<file path="config.mk">
export PLATFORM = sky130hd
export DESIGN_NAME = aha_uart_rx_conditioner
export DESIGN_NICKNAME = d
export VERILOG_FILES = /design/src/rtl/aha_uart_rx_conditioner.sv
export SDC_FILE = /design/constraint.sdc
export NUM_CORES = 1
export LEC_CHECK = 0
export BUFFER_PORTS_ARGS = -buffer_cell sky130_fd_sc_hd__buf_2
export CAP_MARGIN = 40
export CORE_UTILIZATION = 43
export DETAILED_ROUTE_END_ITERATION = 16
export GPL_TIMING_DRIVEN = 0
export PLACE_DENSITY = 0.66
export REMOVE_ABC_BUFFERS = 1
export SYNTH_ARGS = -nofsm -noshare
export SYNTH_HDL_FRONTEND = slang
export SYNTH_SLANG_ARGS = --single-unit
</file>
<file path="constraint.sdc">
create_clock -name PCLK -period 6.6 [get_ports PCLK]
set_input_delay 1.98 -clock PCLK [delete_from_list [all_inputs] [get_ports PCLK]]
set_output_delay 1.98 -clock PCLK [all_outputs]
set_load 0.01 [all_outputs]
</file>
<file path="src/rtl/aha_uart_rx_conditioner.sv">
// RXD pad conditioner for the CMSDK UART: synchroniser, glitch filter, break detector
// and glitch counter. Define AHA_UART_RX_BREAK_MASK_EN to hold RXD at mark during BREAK.
module aha_uart_rx_conditioner #(
  parameter int SYNC_STAGES  = 2,
  parameter int FILTER_LEN   = 3,
  parameter int BRK_CNT_W    = 16,
  parameter int GLITCH_CNT_W = 8
) (
  input  logic                    PCLK,
  input  logic                    PRESET,
  input  logic                    PCLKEN,
  input  logic                    RXD_PAD,
  input  logic [BRK_CNT_W-1:0]    BREAK_LEN,
  input  logic                    GLITCH_CLR,
  output logic                    RXD,
  output logic                    BREAK_DET,
  output logic                    BREAK_INT,
  output logic [GLITCH_CNT_W-1:0] GLITCH_CNT
);

  typedef enum logic [1:0] {
    IDLE  = 2'd0,
    LOW   = 2'd1,
    BREAK = 2'd2
  } state_t;

  localparam logic [3:0]              FLEN    = 4'(FILTER_LEN);
  localparam logic [3:0]              FONE    = 4'd1;
  localparam logic [BRK_CNT_W-1:0]    BRK_ONE = BRK_CNT_W'(1);
  localparam logic [GLITCH_CNT_W-1:0] GL_ONE  = GLITCH_CNT_W'(1);

  function automatic logic [BRK_CNT_W-1:0] sat_inc_brk(input logic [BRK_CNT_W-1:0] v);
    return (&v) ? v : v + BRK_ONE;
  endfunction

  function automatic logic [GLITCH_CNT_W-1:0] sat_inc_glitch(input logic [GLITCH_CNT_W-1:0] v);
    return (&v) ? v : v + GL_ONE;
  endfunction

  logic [SYNC_STAGES-1:0] sync_p;
  logic                   sample;
  logic                   filtered;
  logic                   filt_nxt;
  logic                   filt_prev;
  logic [3:0]             fcnt;
  logic [3:0]             fcnt_nxt;
  logic [3:0]             fcnt_inc;
  logic                   glitch;
  state_t                 state;
  state_t                 state_nxt;
  logic [BRK_CNT_W-1:0]   bcnt;
  logic [BRK_CNT_W-1:0]   bcnt_nxt;
  logic                   len_on;
  logic                   rxd_nxt;

  // Stage p0: pad synchroniser, free-running regardless of PCLKEN
  always_ff @(posedge PCLK or posedge PRESET) begin
    if (PRESET) begin
      sync_p <= '1;
    end else begin
      sync_p <= {sync_p[SYNC_STAGES-2:0], RXD_PAD};
    end
  end

  assign sample   = sync_p[SYNC_STAGES-1];
  assign fcnt_inc = fcnt + FONE;
  assign len_on   = (BREAK_LEN != '0);

  // Stage p1: run-length glitch filter on qualified samples
  always_comb begin
    filt_nxt = filtered;
    fcnt_nxt = fcnt;
    glitch   = 1'b0;
    if (PCLKEN) begin
      if (sample != filtered) begin
        if (fcnt_inc == FLEN) begin
          filt_nxt = sample;
          fcnt_nxt = '0;
        end else begin
          fcnt_nxt = fcnt_inc;
        end
      end else if (fcnt != '0) begin
        fcnt_nxt = '0;
        glitch   = 1'b1;
      end
    end
  end

  always_ff @(posedge PCLK or posedge PRESET) begin
    if (PRESET) begin
      filtered  <= 1'b1;
      filt_prev <= 1'b1;
      fcnt      <= '0;
    end else begin
      filtered <= filt_nxt;
      fcnt     <= fcnt_nxt;
      if (PCLKEN) begin
        filt_prev <= filtered;
      end
    end
  end

  always_ff @(posedge PCLK or posedge PRESET) begin
    if (PRESET) begin
      GLITCH_CNT <= '0;
    end else if (GLITCH_CLR) begin
      GLITCH_CNT <= '0;
    end else if (glitch) begin
      GLITCH_CNT <= sat_inc_glitch(GLITCH_CNT);
    end
  end

  // Stage p2: break FSM watching the registered filtered level
  always_comb begin
    state_nxt = state;
    bcnt_nxt  = bcnt;
    if (PCLKEN) begin
      case (state)
        IDLE: begin
          if (!filtered && filt_prev && len_on) begin
            state_nxt = LOW;
            bcnt_nxt  = BRK_ONE;
          end
        end
        LOW: begin
          if (filtered || !len_on) begin
            state_nxt = IDLE;
            bcnt_nxt  = '0;
          end else if (bcnt == BREAK_LEN) begin
            state_nxt = BREAK;
          end else begin
            bcnt_nxt = sat_inc_brk(bcnt);
          end
        end
        BREAK: begin
          if (filtered || !len_on) begin
            state_nxt = IDLE;
            bcnt_nxt  = '0;
          end
        end
        default: begin
          state_nxt = IDLE;
          bcnt_nxt  = '0;
        end
      endcase
    end
  end

`ifdef AHA_UART_RX_BREAK_MASK_EN
  // Covering both current and next state keeps RXD at mark on the entry and exit edges.
  assign rxd_nxt = filtered | (state == BREAK) | (state_nxt == BREAK);
`else
  assign rxd_nxt = filtered;
`endif

  always_ff @(posedge PCLK or posedge PRESET) begin
    if (PRESET) begin
      state     <= IDLE;
      bcnt      <= '0;
      BREAK_DET <= 1'b0;
      BREAK_INT <= 1'b0;
      RXD       <= 1'b1;
    end else begin
      state     <= state_nxt;
      bcnt      <= bcnt_nxt;
      BREAK_DET <= (state_nxt == BREAK);
      BREAK_INT <= (state != BREAK) && (state_nxt == BREAK);
      RXD       <= rxd_nxt;
    end
  end

endmodule

</file>
==> summary.txt <==
Route
  – First-pass iteration count of the detailed router: 4
  – Post-detailed-route via-to-cell ratio: 5.604
  – Total via count after detailed routing: 1,866
  – Number of remaining DRC errors: 0
  – Average detailed-routed wire length per instance: 14.70 um
  – Drt initial violations: 141
  – Final antenna-violating net count: 0
  – Sum of routed wire length over all layers: 4895 um

Yosys
  – Share of flip-flops with an asynchronous set or reset: 100.0%
  – Top FF cell, synth: dfrtp_1
  – Proportion of netlist area held by the largest area contributor: 35.60%
  – Synth Warn #: 0
  – Flop and latch count out of synthesis: 37
  – Cell with the most instances after synthesis: dfrtp_1
  – Portion of the post-synthesis area used by sequential elements: 41.43%
  – Most used standard cells in the synthesized netlist: dfrtp_1 (32), o31ai_1 (24), xor2_1 (23), nor2_1 (21), nand3_1 (14)
  – Number of flops mapped to enable cells by yosys: 0
  – Synthesized instance count: 236
  – Synth area leader: dfrtp_1
  – Top area cells in the synthesized netlist: dfrtp_1 (36%), xor2_1 (9.0%), o31ai_1 (8.0%)
  – Number of distinct library cell variants in the gate-level netlist after synthesis: 45
  – Cell area after synthesis: 2250 um2
  – Average cell area after synthesis: 9.532 um2

Job
  – Number of maximum-capacitance violations: 0

Power and ir drop
  – IR Drop Worst-Case VDD: 125.8 uV
  – Power density over cell area: 291.3 nW/um2
  – Leakage power total: 1.174 nW

Worst setup path
  – Signal arrival time at the worst endpoint: 4390 ps
  – Critical Path End Type: register
  – Master of the slowest instance on the critical path: nor4_2
  – R2r startpoint: bcnt[0]
  – Kind of start point of the critical path: input pin
  – Register-to-register setup slack: 3690 ps
  – Reg2Reg Capture Point: bcnt[7]
  – Critical path peak fanout: 19
  – Slowest cell delay on critical path: 410 ps
  – Startpoint-to-endpoint class of the critical path: in -> reg
  – Worst endpoint required time: 6760 ps
  – Cells on worst reg2reg path: 6
  – List of cells traversed by the critical path: buf_2, nor4_2, a41oi_2, nand3b_2, o21ai_1, buf_6, or2_2, o41ai_1

Timing
  – Final Setup Violations: 0
  – Share of the cycle needed by the critical path after routing: 64.04%
  – Worst clock skew on the final layout: 6.513 ps
  – Hold Vio Cnt, Final: 0
  – Slew margin rel.: 49.17%
  – Tmin final: 4227 ps
  – Unrepaired setup endpoints after global routing: no
  – Worst-margin pin slew: 761.3 ps
  – Max Clk Rate: 0.2366 GHz
  – Sum of negative setup slack: 0 ps
  – Total count of max-transition violations in the final report: 0

Placement
  – Detailed-placement wirelength estimate: 3447 um
  – Area post-placement: 2455 um2
  – Buffers added on ports: 31
  – Final weighted congestion in routability-driven placement: 0.8768
  – Dpl cells: 325

Cells and area
  – Number of diodes: 0
  – Final cell utilization of the core: 52.59%
  – Final instance area: 2566 um2
  – Layout area overhead: 14.07%
  – Final layout net count: 291
  – Post-route non-filler standard cell count: 333
  – Share of final-layout standard cells stronger than drive strength 1: 21.80%

Global route
  – Global-route wire length before repair: 8349 um
  – Largest net degree at the start of global routing: 38
  – Via count of the first global-routing pass: 1,731
  – Initial antenna violation count: 0
  – All-layer global routing usage: 20.10%
  – Global route overflow: 0

Floorplanning
  – Initial Util: 46.10%
  – Number of rows in the core area: 25
  – Core ar.: 4880 um2
  – Die Outline Area: 5525 um2
  – IO Count: 32
  – Die Span Y: 74.33 um
  – Die X: 74.33 um

Clock tree
  – CTS Sinks: 37
  – Post-CTS Setup Repair Bufs: 0
  – Gates resized, CTS repair: 0
  – Clock tree from TritonCTS: done
  – Number of buffers created by CTS: 5
  – Clock-pin slew of the registers on the worst-case setup and hold paths: 80 ps
  – CTS Hold Buffers Added: 0
  – Root buffer selected by CTS: clkbuf_8
  – Buffer levels on the longest clock path: 2
  – H-tree levels: 2
  – Clk_lat worst skew: 290 ps

Min path
  – Hold Path Depth: 0
  – Launch instance of the worst min-delay path: sync_p[0]
  – Endpoint with the worst hold slack: sync_p[1]
  – Tightest Hold Check Type: reg -> reg

Run status
  – Run status: finished clean
sequential cells by signal, indices dropped and copies added (netlist names), 2 cells and up:
name and flops:
GLITCH_CNT 8, bcnt 16, fcnt 4, state 2, sync_p 2
logic make-up after synthesis:
family,synth area share (%)
multiplexers,1.446
XOR/XNOR,9.733
flip-flops,41.44
adder cells (fa/ha/maj),2.781
AND/OR/NAND/NOR,23.25
AO/OA/AOI/OAI,17.69
buffers and inverters,3.671
area by class of cell:
type | instances | area, um2
clock buffers | 6 | 72.57
clock inverters | 2 | 38.79
fillers | 475 | 2313
inverters | 7 | 26.28
multi-input cells | 181 | 1235
flip-flops and latches | 37 | 932.1
well taps | 67 | 83.83
repair buffers | 33 | 177.7
layer usage:
| metal | part of all wire (%) | global-route usage (%) | vias to the layer above |
|---|---|---|---|
| li1 | - | - | 919 |
| met2 | 45 | 28.48 | 48 |
| met4 | 0.80 | 8.176 | 0 |
| met5 | 0 | 0 | - |
| met1 | 50 | 29.30 | 897 |
| met3 | 4.9 | 5.014 | 2 |
per-stage QoR:
step           hold slack (ps)  power [mW]  worst slack, ps
2_1_floorplan            345.2      0.4783             2762
3_5_place_dp             353.5      0.5515             2123
3_3_place_gp             355.4      0.5431             1939
6_report                 362.7      0.7475             2373
5_1_grt                  368.0      0.7969             2235
4_1_cts                  365.2      0.7517             2420
worst max path at each step:
stage / from / end / slack, ps / cells past startpoint
2_1_floorplan: BREAK_LEN[11] / bcnt[10] / 2760 / 6
3_3_place_gp: BREAK_LEN[8] / bcnt[10] / 1940 / 7
3_5_place_dp: BREAK_LEN[8] / bcnt[10] / 2120 / 8
4_1_cts: BREAK_LEN[8] / bcnt[10] / 2420 / 8
5_1_grt: BREAK_LEN[8] / bcnt[10] / 2240 / 8
6_report: BREAK_LEN[8] / bcnt[10] / 2370 / 8
power breakdown:
group / switching, mW / internal, mW
clock: 0.0830 / 0.113
combinational: 0.141 / 0.0966
sequential: 0.0480 / 0.266
critical path: cells and delay by family:
family	cells	cell delay [ps]
AO/OA/AOI/OAI	3	910
buffers and inverters	2	350
AND/OR/NAND/NOR	3	1140
layout by cell type (no fill, tap or decap), types with 2 or more instances in the layout:
cell type / instances
a21oi_1: 4
mux2_2: 2
buf_2: 31
nor4_1: 4
nor3_1: 5
nor2b_1: 6
dfstp_2: 5
o2111ai_1: 2
nor4_2: 4
nand4_1: 8
inv_1: 6
dfrtp_1: 32
o31ai_1: 24
and3_1: 5
nor2_1: 21
or3_1: 4
clkbuf_8: 5
nand3_1: 14
nand2b_1: 3
nand2_1: 12
ha_1: 5
or2_2: 2
xnor2_1: 2
xor2_1: 23
o21ai_0: 12
buf_6: 2
(Power assumes the default switching activity.)
